**config.mk**
```make
export PLATFORM = sky130hd
export DESIGN_NAME = if_stage
export DESIGN_NICKNAME = d
export VERILOG_FILES = /design/src/rtl/if_stage.sv
export SDC_FILE = /design/constraint.sdc
export NUM_CORES = 1
export LEC_CHECK = 0
export ABC_AREA = 0
export BUFFER_PORTS_ARGS = -buffer_cell sky130_fd_sc_hd__buf_2
export CAP_MARGIN = 25
export CORE_MARGIN = 5
export CORE_UTILIZATION = 46
export CTS_CLUSTER_DIAMETER = 100
export DETAILED_ROUTE_END_ITERATION = 8
export GPL_ROUTABILITY_DRIVEN = 1
export PLACE_DENSITY = 0.81
export RECOVER_POWER = 25
export SLEW_MARGIN = 20
export SYNTH_ARGS = -nofsm -noshare
export SYNTH_HDL_FRONTEND = slang
export SYNTH_SLANG_ARGS = --single-unit
export TNS_END_PERCENT = 100
```
**constraint.sdc**
```tcl
create_clock -name clk -period 2.1 [get_ports clk]
set_clock_uncertainty 0.2 [all_clocks]
set_input_delay 0.21 -clock clk [delete_from_list [all_inputs] [get_ports clk]]
set_output_delay 0.21 -clock clk [all_outputs]
set_load 0.02 [all_outputs]
```
**src/rtl/if_stage.sv**
```systemverilog
// Instruction fetch stage: owns the PC, drives the instruction-memory address and
// loads the fetched word into the IF/ID register, with stall, redirect and halt control.
module if_stage #(
  parameter logic [31:0] RESET_PC = 32'h0000_0000,
  parameter logic [31:0] NOP_INSN = 32'h0000_0013
) (
  input  logic        clk,
  input  logic        rst,
  output logic [31:0] iaddr,
  input  logic [31:0] idata,
  input  logic        stall_i,
  input  logic        redirect_valid,
  input  logic [31:0] redirect_pc,
  input  logic        halt_i,
  output logic        id_valid,
  output logic [31:0] id_pc,
  output logic [31:0] id_insn,
  output logic [31:0] id_pc_plus4,
  output logic        id_misaligned,
  output logic [31:0] fetch_count,
  output logic        dbg_state_o
);

  typedef enum logic {
    ST_RUN  = 1'b0,
    ST_HALT = 1'b1
  } state_e;

  state_e      state_q, state_d;
  logic [31:0] pc_q, pc_d;
  logic        valid_q, valid_d;
  logic [31:0] idpc_q, idpc_d;
  logic [31:0] insn_q, insn_d;
  logic [31:0] pc4_q, pc4_d;
  logic        mis_q, mis_d;
  logic [31:0] cnt_q, cnt_d;

  logic [31:0] pc_plus4;
  logic        pc_misaligned;

  assign pc_plus4      = pc_q + 32'd4;
  assign pc_misaligned = (pc_q[1:0] != 2'b00);

  // Handshake note: there is no valid/ready pair here. id_valid qualifies the
  // IF/ID slot; stall_i is the consumer's back-pressure and freezes the slot and PC.
  // redirect_valid wins over halt_i, which wins over stall_i.
  always_comb begin
    state_d = state_q;
    pc_d    = pc_q;
    valid_d = valid_q;
    idpc_d  = idpc_q;
    insn_d  = insn_q;
    pc4_d   = pc4_q;
    mis_d   = mis_q;
    cnt_d   = cnt_q;

    if (redirect_valid) begin
      // Wrong-path slot is flushed; the slot keeps its old pc/pc_plus4 fields.
      state_d = ST_RUN;
      pc_d    = redirect_pc;
      valid_d = 1'b0;
      insn_d  = NOP_INSN;
      mis_d   = 1'b0;
    end else if (state_q == ST_HALT) begin
      valid_d = 1'b0;
      insn_d  = NOP_INSN;
      mis_d   = 1'b0;
    end else if (halt_i) begin
      state_d = ST_HALT;
      valid_d = 1'b0;
      insn_d  = NOP_INSN;
      mis_d   = 1'b0;
    end else if (!stall_i) begin
      // A misaligned fetch still advances; decode raises the exception from the flag.
      pc_d    = pc_plus4;
      valid_d = 1'b1;
      idpc_d  = pc_q;
      insn_d  = pc_misaligned ? NOP_INSN : idata;
      pc4_d   = pc_plus4;
      mis_d   = pc_misaligned;
      cnt_d   = cnt_q + 32'd1;
    end
  end

  always_ff @(posedge clk or negedge rst) begin
    if (!rst) begin
      state_q <= ST_RUN;
      pc_q    <= RESET_PC;
      valid_q <= 1'b0;
      idpc_q  <= 32'h0000_0000;
      insn_q  <= NOP_INSN;
      pc4_q   <= 32'h0000_0000;
      mis_q   <= 1'b0;
      cnt_q   <= 32'h0000_0000;
    end else begin
      state_q <= state_d;
      pc_q    <= pc_d;
      valid_q <= valid_d;
      idpc_q  <= idpc_d;
      insn_q  <= insn_d;
      pc4_q   <= pc4_d;
      mis_q   <= mis_d;
      cnt_q   <= cnt_d;
    end
  end

  assign iaddr         = pc_q;
  assign id_valid      = valid_q;
  assign id_pc         = idpc_q;
  assign id_insn       = insn_q;
  assign id_pc_plus4   = pc4_q;
  assign id_misaligned = mis_q;
  assign fetch_count   = cnt_q;
  assign dbg_state_o   = state_q;

endmodule
```
==> results of run 1 <==
==> layout by cell type (no fill, tap or decap), types with 2 or more instances in the layout <==
| master | netlist | layout |
|---|---|---|
| a22o_1 | 29 | 29 |
| and2_1 | 3 | 3 |
| and3_1 | 8 | 8 |
| and4_1 | 5 | 5 |
| buf_12 | 0 | 4 |
| buf_2 | 18 | 230 |
| buf_4 | 5 | 62 |
| buf_6 | 0 | 3 |
| bufinv_16 | 0 | 2 |
| clkbuf_1 | 32 | 3 |
| clkbuf_16 | 0 | 17 |
| clkbuf_2 | 0 | 2 |
| clkbuf_8 | 0 | 4 |
| clkinv_2 | 0 | 2 |
| clkinvlp_4 | 0 | 2 |
| dfrtp_1 | 158 | 149 |
| dfrtp_2 | 0 | 9 |
| dfstp_2 | 3 | 3 |
| dlygate4sd3_1 | 0 | 68 |
| inv_1 | 4 | 4 |
| mux2_2 | 3 | 3 |
| nand2_1 | 191 | 191 |
| nand3_1 | 29 | 28 |
| nand3_2 | 1 | 2 |
| nand4_1 | 31 | 31 |
| nor2_1 | 27 | 26 |
| nor3_1 | 12 | 9 |
| nor3_2 | 0 | 3 |
| nor4_2 | 5 | 4 |
| nor4_4 | 1 | 6 |
| o21ai_0 | 57 | 56 |
| o21ai_1 | 2 | 3 |
| o22a_1 | 3 | 3 |
| or3_4 | 1 | 3 |
| or4_4 | 1 | 4 |
| xnor2_1 | 55 | 55 |
| xor2_1 | 32 | 32 |
==> registers in the layout, indices dropped and copies added, names as in the netlist <==
name / cells
id_pc_plus4: 30
id_pc: 32
id_valid: 1
iaddr: 32
id_misaligned: 1
id_insn: 32
dbg_state_o: 1
fetch_count: 32
==> stage by stage <==
stage	power (µW)	hold WS [ps]	area, µm²
final	8638	123.9	10450
after global routing	9011	142.8	10450
after CTS	8702	102.2	10430
after detailed placement	5473	-11.59	9100
after global placement	5424	-10.65	9100
after floorplan	4700	-285.6	7341
==> repair_timing <==
item | in CTS | in global routing
endpoints found under the hold margin | 224 | 0
hold buffers | 68 | 0
pin swaps | 5 | 8
setup buffers | 2 | 0
endpoints found under the setup margin | 13 | 25
gates resized for setup | 7 | 8
==> final cells by class <==
class                           instances  area share
Sequential cell                       161      0.3871
Multi-Input combinational cell        517      0.2970
Timing Repair Buffer                  369      0.2317
Clock buffer                           24     0.04707
Tap cell                              216     0.02587
Clock inverter                          8    0.009820
Inverter                                4    0.001437
==> cells by family after synthesis <==
group / share of synthesized area
multiplexers: 0.006017
flip-flops: 0.5541
AND/OR/NAND/NOR: 0.2144
buffers and inverters: 0.03610
XOR/XNOR: 0.1047
adder cells (fa/ha/maj): 0.003438
AO/OA/AOI/OAI: 0.08131
==> worst reg2reg max path: cells and delay by family (launching register included) <==
family	cells	cell delay, ps
XOR/XNOR	1	150
buffers and inverters	1	130
flip-flops	1	400
AND/OR/NAND/NOR	4	1080
==> path summary, 6_finish.rpt <==
path	depth (start not counted)	startpoint	slack, ps	end
min in group asynchronous	2	rst	400	fetch_count[23]
worst min register to register	2	id_pc[28]	270	id_pc[28]
worst max register to register	6	dbg_state_o	20	fetch_count[28]
worst max-delay path	6	dbg_state_o	20	fetch_count[28]
worst min-delay path	4	redirect_valid	120	id_insn[0]
max in group asynchronous	3	rst	300	iaddr[19]
==> metal layers <==
metal	vias up	share of wire
met4	0	0.016
li1	3154	-
met1	3291	0.39
met3	28	0.085
met5	-	0
met2	284	0.51
==> power by group through the flow <==
stage	Sequential, µW	Combinational (µW)	Clock (µW)
finish	3700	1830	3110
global route	3750	1990	3280
CTS	3700	1840	3160
detailed placement	3750	1720	0
global placement	3730	1690	0
floorplan	4160	541	0
==> results.ini, run 1 <==
[pwr]
combPwrFrac=0.212
p_switching_uw=2624
leakagePower_uw=0.005189
p_clk_frac=0.360
powerDensity_mw_per_mm2=826.8
ir_worst_vdd_uv=570.0
swShare=0.3037
intPower_uw=6015
pwr-share-seq=0.428

[global_routing]
antenna_found_initial=0
grt_pass1_vias=6907
grt_pass1_wl_um=36490
grt_util_met3=0.06724
grt.met1_usage=0.3052
grtUsageMet2=0.4367
busiest_layer=met2
grt_overflow=0
grtUsageTotal=0.2517
grt_max_degree=97

[logic_synthesis]
yosysUniqueCellTypes=38
synth_area_mm2=0.007278
synth_flop_cell=dfrtp_1
async_flop_share=1.000
syn_area_per_cell_um2=9.875
syn_nets=808
synthMostInstantiatedCell=nand2_1
synth_area_leaders=dfrtp_1 (54%), nand2_1 (9.9%), xnor2_1 (6.6%)
yosysWarnings=0
synthCells=737
ys_ff_latch=161
yosysSeqAreaShare=0.5541
yosysTopAreaCell=dfrtp_1
synthTopCellsByCount=nand2_1 (191), dfrtp_1 (158), o21ai_0 (57)
synth-edff-count=0
yosysTopAreaCellShare=0.5432

[outcome]
status=completed

[flow_run]
max_cap_violations=0

[drt]
dr_total_vias=6757
route.detailed.drc=0
antenna_left=0
wl_per_cell_um=17.70
drt-total-wl_um=22990
dr.pass1.iters=5
viasPerCell=5.202
dr.first_iter.drc_count=457

[sta]
period_needed_ps=2082
worst_slack_ps=18.14
setup_viol=0
tns_ps=0
maxSlewViolCount=0
hold_viol=0
min_period_over_period=0.9914
grt_setup_unrepaired=yes
fmax_mhz=480.3
relSlewSlack=0.1232
worstMarginPinSlew_ps=1315

[clock_tree]
cts-buffers-inserted=17
cts_tree=yes
htree_levels=4
cts_sinks=161
cts_root_buf=clkbuf_16
clock_latency_ps=420
cts_max_path_buffers=2
clkTransAtPathRegs_ps=60

[place]
place_inst=1197
dp_slack_ps=-100.4
place_hpwl_um=15680
place.gp.congestion=0.8702
portBuffers=231

[die]
rows=46
chipWidth_um=135.8
die_height_um=135.8
die-area_mm2=0.01844
core_area_mm2=0.01571
initial_utilization=0.4632
io_pins=232

[setup_path]
criticalPathCategory=reg -> reg
cp.required_ps=2200
crit_fanout=4
worst_setup_path_end_kind=flip-flop
cp.arrival_ps=2180
cp_slowest_stage_delay_ps=420
crit_family=simple AND/OR/NAND/NOR gates
critPathSlowestCell=or4_4
start_kind=flip-flop
crit_chain=buf_6 -> or4_4 -> or3_4 -> nor4_4 -> nand3_1 -> xnor2_1
crit_buf_inv=1

[layout]
diodes=0
fin_cells=1299
fillers=1204
fin_nets=1141
final_core_utilization=0.6649
area_growth_pct=43.54
seq_area_mm2=0.004044
multi_input_area_mm2=0.003103
drive_gt1_frac=0.3435

[hold_path]
hp-class=in -> reg

Note: power is estimated with default switching activity, not from simulation.
==> run 2: changes to the inputs <==
Settings changed: CORE_UTILIZATION 46 to 55, CTS_CLUSTER_DIAMETER 100 to 40, PLACE_DENSITY 0.81 to 0.9.
Clock period 2.1 ns to 2.49 ns, I/O delays scaled along.
==> results.ini, run 2 (synthesis results as in run 1) <==
[layout]
final_core_utilization=0.7584  ; was 0.6649
drive_gt1_frac=0.2893  ; was 0.3435
fin_cells=1214  ; was 1299
fin_nets=1095  ; was 1141
fillers=814  ; was 1204
multi_input_area_mm2=0.003040  ; was 0.003103 mm²
final_common_cell=buf_2  ; unchanged
mostFrequentLayoutCells=buf_2 (219), nand2_1 (191), dfrtp_1 (157), dlygate4sd3_1 (67), o21ai_0 (57)  ; was buf_2 (230), nand2_1 (191), dfrtp_1 (149), dlygate4sd3_1 (68), buf_4 (62)
seq_area_mm2=0.004034  ; was 0.004044 mm²
area_growth_pct=36.34  ; was 43.54%

[pwr]
leakagePower_uw=0.004906  ; was 0.005189 µW
ir_worst_vdd_uv=469.2  ; was 570.0 µV
powerDensity_mw_per_mm2=731.2  ; was 826.8 mW/mm²
total_power_uw=7256  ; was 8638 µW

[sta]
worstMarginPinSlew_ps=1508  ; was 1315 ps
period_needed_ps=2449  ; was 2082 ps
min_period_over_period=0.9836  ; was 0.9914
hold_viol=0  ; unchanged
timing.hold.ws_ps=49.53  ; was 123.9 ps
fmax_mhz=408.3  ; was 480.3 MHz
maxSlewViolCount=59  ; was 0
relSlewSlack=-0.005602  ; was 0.1232
setup_viol=0  ; unchanged
worst_slack_ps=40.73  ; was 18.14 ps

[place]
portBuffers=231  ; unchanged
place.gp.congestion=0.8843  ; was 0.8702
place_hpwl_um=14930  ; was 15680 µm
place_inst=1112  ; was 1197
dp_slack_ps=73.11  ; was -100.4 ps

[outcome]
status=complete, but fails checks  ; was completed
violations=capacitance limit, slew limit

[setup_path]
startpoint=dbg_state_o  ; unchanged
start_kind=flip-flop  ; unchanged
worst_setup_path_end_kind=flip-flop  ; unchanged
rr_worst_depth=5  ; was 6
cp.arrival_ps=2590  ; was 2180 ps
cp-endpoint=fetch_count[31]  ; was fetch_count[28]
r2r_start=dbg_state_o  ; unchanged
timing.reg2reg.setup_slack_ps=40  ; was 20 ps
rr_endpoint=fetch_count[31]  ; was fetch_count[28]
crit_fanout=5  ; was 4
criticalPathCategory=reg -> reg  ; unchanged
cp.required_ps=2630  ; was 2200 ps

[die]
chipWidth_um=125.0  ; was 135.8 µm
initial_utilization=0.5562  ; was 0.4632
die-area_mm2=0.01563  ; was 0.01844 mm²
rows=42  ; was 46
die_height_um=125.0  ; was 135.8 µm
core_area_mm2=0.01309  ; was 0.01571 mm²
io_pins=232  ; unchanged

[drt]
wl_per_cell_um=19.19  ; was 17.70 µm
drt-total-wl_um=23290  ; was 22990 µm
viasPerCell=5.596  ; was 5.202
route.detailed.drc=0  ; unchanged
antenna_left=0  ; unchanged
dr.pass1.iters=7  ; was 5
dr.first_iter.drc_count=646  ; was 457
dr_total_vias=6794  ; was 6757

[clock_tree]
cts_sinks=161  ; unchanged
clkTransAtPathRegs_ps=60  ; about the same
cts_tree=yes  ; unchanged
cts_root_buf=clkbuf_16  ; unchanged
htree_levels=4  ; unchanged
cts-buffers-inserted=17  ; unchanged
cts_max_path_buffers=2  ; unchanged
clock_latency_ps=430  ; was 420 ps

[global_routing]
grt_pass1_wl_um=37200  ; was 36490 µm
grt_max_degree=97  ; unchanged
grt_pass1_vias=6864  ; was 6907
grtUsageTotal=0.2965  ; was 0.2517
antenna_found_initial=1  ; was 0
grt_overflow=0  ; unchanged

[flow_run]
max_cap_violations=1  ; was 0

[hold_path]
holdPathStages=3  ; was 4
hp-start=halt_i  ; was redirect_valid
hp-class=in -> reg  ; unchanged

==> run 2: cell count changes in the layout (fill, tap and decap cells not counted), moves of 3 or more <==
cell | before | now
clkbuf_8 | 4 | 1
buf_6 | 3 | 0
buf_2 | 230 | 219
nor4_1 | 1 | 4
clkbuf_1 | 3 | 14
nor4_4 | 6 | 2
dfrtp_2 | 9 | 1
buf_12 | 4 | 1
dfrtp_1 | 149 | 157
buf_4 | 62 | 24
==> run 2: per-layer routing <==
| layer | routed length (µm) | GRT usage | vias up |
|---|---|---|---|
| met4 | 785 | 0.1122 | 0 |
| met1 | 8827 | 0.3626 | 3280 |
| met5 | 0 | 0 | - |
| met3 | 1873 | 0.07889 | 75 |
| met2 | 11810 | 0.5059 | 377 |
| li1 | - | - | 3062 |
==> run 2: critical path, cell delays in order, from the launching register on <==
cell and delay (ps):
dfrtp_2 440, or3_4 410, or4_4 560, nor4_4 310
nand4_1 210, xnor2_2 250
==> run 2: worst min-delay path by stage <==
stage	end
finish	id_valid
floorplan	dbg_state_o
global route	id_valid
detailed placement	id_pc[18]
CTS	id_valid
global placement	id_pc[18]
==> run 2: repair_timing <==
action / 4_1_cts / 5_1_grt
buffers inserted: 0 / 2
endpoints found under the setup margin: 0 / 2
resized for setup: 0 / 8
hold buffers: 68 / 0
endpoints found under the hold margin: 123 / 0
==> run 2: area by class of cell <==
type,instances,area share
flip-flops and latches,161,0.4065
multi-input cells,517,0.3064
well taps,176,0.02219
inverters,4,0.001513
diodes,1,0.0002522
clock inverters,10,0.01362
clock buffers,22,0.04577
repair buffers,323,0.2038
==> run 2: where the power goes <==
group | internal [µW] | switching (µW) | total (µW)
sequential | 2910 | 286 | 3190
combinational | 515 | 909 | 1420
clock | 1600 | 1040 | 2640
total | 5020 | 2230 | 7260
==> run 2: per-stage QoR <==
step | TNS, ps | area [µm²]
after global placement | 0 | 8618
after detailed placement | 0 | 8618
after global routing | -23.75 | 9923
after floorplan | 0 | 7278
final | 0 | 9923
after CTS | 0 | 9888
==> run 3: changes to the inputs <==
Settings changed: ABC_AREA 0 to 1, CORE_UTILIZATION 55 to 52, PLACE_DENSITY 0.9 to 0.86.
Clock period 2.49 ns to 2.7 ns, I/O delays scaled along.
==> results.ini, run 3 <==
[logic_synthesis]
syn_nets=1012  ; was 808
synth-edff-count=0  ; unchanged
ys_ff_latch=161  ; unchanged
yosysWarnings=0  ; unchanged
yosysUniqueCellTypes=36  ; was 38
yosysTopAreaCellShare=0.5146  ; was 0.5432
synthCells=941  ; was 737
async_flop_share=1.000  ; unchanged
synth_area_mm2=0.007684  ; was 0.007278 mm²
yosysSeqAreaShare=0.5248  ; was 0.5541
syn_area_per_cell_um2=8.165  ; was 9.875 µm²
synthMostInstantiatedCell=nand2_1  ; unchanged
synth_flop_cell=dfrtp_1  ; unchanged
yosysTopAreaCell=dfrtp_1  ; unchanged
synthTopCellsByCount=nand2_1 (358), dfrtp_1 (158), inv_1 (93)  ; was nand2_1 (191), dfrtp_1 (158), o21ai_0 (57)
synth_area_leaders=dfrtp_1 (51%), nand2_1 (17%), inv_1 (4.5%)  ; was dfrtp_1 (54%), nand2_1 (9.9%), xnor2_1 (6.6%)

[layout]
area_growth_pct=32.00  ; was 36.34%
mostFrequentLayoutCells=nand2_1 (358), buf_2 (171), dfrtp_1 (158), inv_1 (93), nor2_1 (81)  ; was buf_2 (219), nand2_1 (191), dfrtp_1 (157), dlygate4sd3_1 (67), o21ai_0 (57)
final_common_cell=nand2_1  ; was buf_2
fin_nets=1306  ; was 1095
fin_area_mm2=0.01014  ; was 0.009923 mm²
drive_gt1_frac=0.1934  ; was 0.2893
final_core_utilization=0.6978  ; was 0.7584

[setup_path]
critPathSlowestCell=dlygate4sd3_1  ; was or4_4
cp.arrival_ps=2320  ; was 2590 ps
crit_fanout=47  ; was 5
r2r_start=dbg_state_o  ; unchanged
cp.required_ps=2800  ; was 2630 ps
worst_setup_path_end_kind=flip-flop  ; unchanged
rr_endpoint=id_pc[23]  ; was fetch_count[31]
rr_worst_depth=6  ; was 5
crit_buf_inv=4  ; was 0
startpoint=halt_i  ; was dbg_state_o
start_kind=input pin  ; was flip-flop
crit_family=buffers and inverters  ; was simple AND/OR/NAND/NOR gates
crit_chain=dlygate4sd3_1 -> clkbuf_1 -> nor2_1 -> nand3_4 -> buf_12 -> buf_4 -> nand2_1 -> o21ai_0  ; was or3_4 -> or4_4 -> nor4_4 -> nand4_1 -> xnor2_2
timing.reg2reg.setup_slack_ps=590  ; was 40 ps
cp_slowest_stage_delay_ps=530  ; was 560 ps
criticalPathCategory=in -> reg  ; was reg -> reg

[hold_path]
hp-class=in -> reg  ; unchanged
holdPathStages=4  ; was 3
hp-start=redirect_valid  ; was halt_i
min_to=iaddr[2]  ; was id_valid

[place]
portBuffers=231  ; unchanged
place_hpwl_um=15670  ; was 14930 µm
dpl_cell_area_mm2=0.009004  ; was 0.008618 mm²
place.gp.congestion=0.9079  ; was 0.8843

[outcome]
status=completed  ; was complete, but fails checks

[pwr]
powerDensity_mw_per_mm2=654.2  ; was 731.2 mW/mm²
leakagePower_uw=0.005222  ; was 0.004906 µW
ir_worst_vdd_uv=418.3  ; was 469.2 µV
total_power_uw=6635  ; was 7256 µW

[sta]
min_period_over_period=0.8226
setup_viol=0  ; unchanged
fmax_mhz=450.3
worstMarginPinSlew_ps=1457  ; was 1508 ps
maxSlewViolCount=0  ; was 59
tns_ps=0  ; unchanged
period_needed_ps=2221
hold_viol=0  ; unchanged
relSlewSlack=0.02868  ; was -0.005602
grt_setup_unrepaired=no

[drt]
dr_total_vias=7492  ; was 6794
dr.pass1.iters=5  ; was 7
drt-total-wl_um=22900  ; was 23290 µm
antenna_left=0  ; unchanged
dr.first_iter.drc_count=493  ; was 646
route.detailed.drc=0  ; unchanged
wl_per_cell_um=16.00  ; was 19.19 µm
viasPerCell=5.235  ; was 5.596

[die]
die_height_um=131.6  ; was 125.0 µm
io_pins=232  ; unchanged
rows=44  ; was 42
chipWidth_um=131.6  ; was 125.0 µm
initial_utilization=0.5287  ; was 0.5562
die-area_mm2=0.01731  ; was 0.01563 mm²
core_area_mm2=0.01453  ; was 0.01309 mm²

[global_routing]
grt_max_degree=71  ; was 97
grtUsageTotal=0.2635  ; was 0.2965
grt_overflow=0  ; unchanged
grt_pass1_wl_um=37830  ; was 37200 µm
grt_pass1_vias=7534  ; was 6864
antenna_found_initial=2  ; was 1

[clock_tree]
clkTransAtPathRegs_ps=60  ; about the same
clock_latency_ps=430  ; about the same
cts_resized=0  ; unchanged
htree_levels=4  ; unchanged
cts-buffers-inserted=17  ; unchanged
cts_root_buf=clkbuf_16  ; unchanged
cts_sinks=161  ; unchanged
post_cts_buffers=0  ; unchanged
cts_hold_buf=66  ; was 68
cts_tree=yes  ; unchanged
cts_max_path_buffers=2  ; unchanged

[flow_run]
max_cap_violations=0  ; was 1

run 3: cell types whose count changed after synthesis, sizes merged, moves of 6 or more:
cell and change:
nand4 -26, xor2 -19, o211ai +8, xnor2 -45, nand2 +170, nand3 +12
inv +91, nor2 +71, nor3 -8, and3 -8, clkbuf -20, nor4 -11
o21ai +6
run 3: layout make-up:
| class | count | area (µm²) |
|---|---|---|
| Multi-Input combinational cell | 652 | 3109 |
| Antenna cell | 1 | 2.502 |
| Fill cell | 1156 | 4392 |
| Tap cell | 184 | 230.2 |
| Inverter | 95 | 361.6 |
| Clock buffer | 19 | 442.9 |
| Clock inverter | 11 | 116.4 |
| Timing Repair Buffer | 308 | 1847 |
| Sequential cell | 161 | 4033 |
run 3: worst register-to-register path, cell delays in order (launching register included):
cell and delay, ps:
dfrtp_1 390, nor2_1 280, nand3_4 350, buf_12 310
buf_4 250, nand2_1 110, o21ai_0 90
run 3: routing by layer:
layer  routed length [µm]  GRT usage  up-vias
met5                   11          0        -
met4                  677    0.09943        2
met3                 1745    0.06269       66
met2                11370     0.4393      371
met1                 9095     0.3345     3504
li1                     -          -     3549
run 3: kinds of logic (layout without fill, tap and decap cells):
kind of cell	after synthesis	after routing	synth area share
AO/OA/AOI/OAI	111	111	0.09135
other	0	1	0
adder cells (fa/ha/maj)	2	2	0.003256
flip-flops	161	161	0.5248
XOR/XNOR	23	23	0.02622
AND/OR/NAND/NOR	516	516	0.2829
buffers and inverters	128	433	0.07149
run 3: how the worst max path moves through the flow:
stage,endpoint,cells past startpoint
final,id_pc[23],8
after global placement,id_pc[22],7
after global routing,id_insn[20],3
after detailed placement,id_pc[30],7
after CTS,id_pc[23],8
after floorplan,fetch_count[16],7
run 3: power breakdown:
part           switching, µW  internal, µW
combinational            919           459
sequential               246          2700
clock                    943          1370
total                   2110          4530
run 3: per-stage QoR:
step                      setup slack, ps  hold WS [ps]  std cells
after detailed placement            619.6         70.53       1334
final                               479.1         42.27       1431
after global routing                275.0         70.13       1431
after CTS                           489.3         40.00       1430
after floorplan                     934.8        -225.6        941
after global placement              725.1         70.71       1334
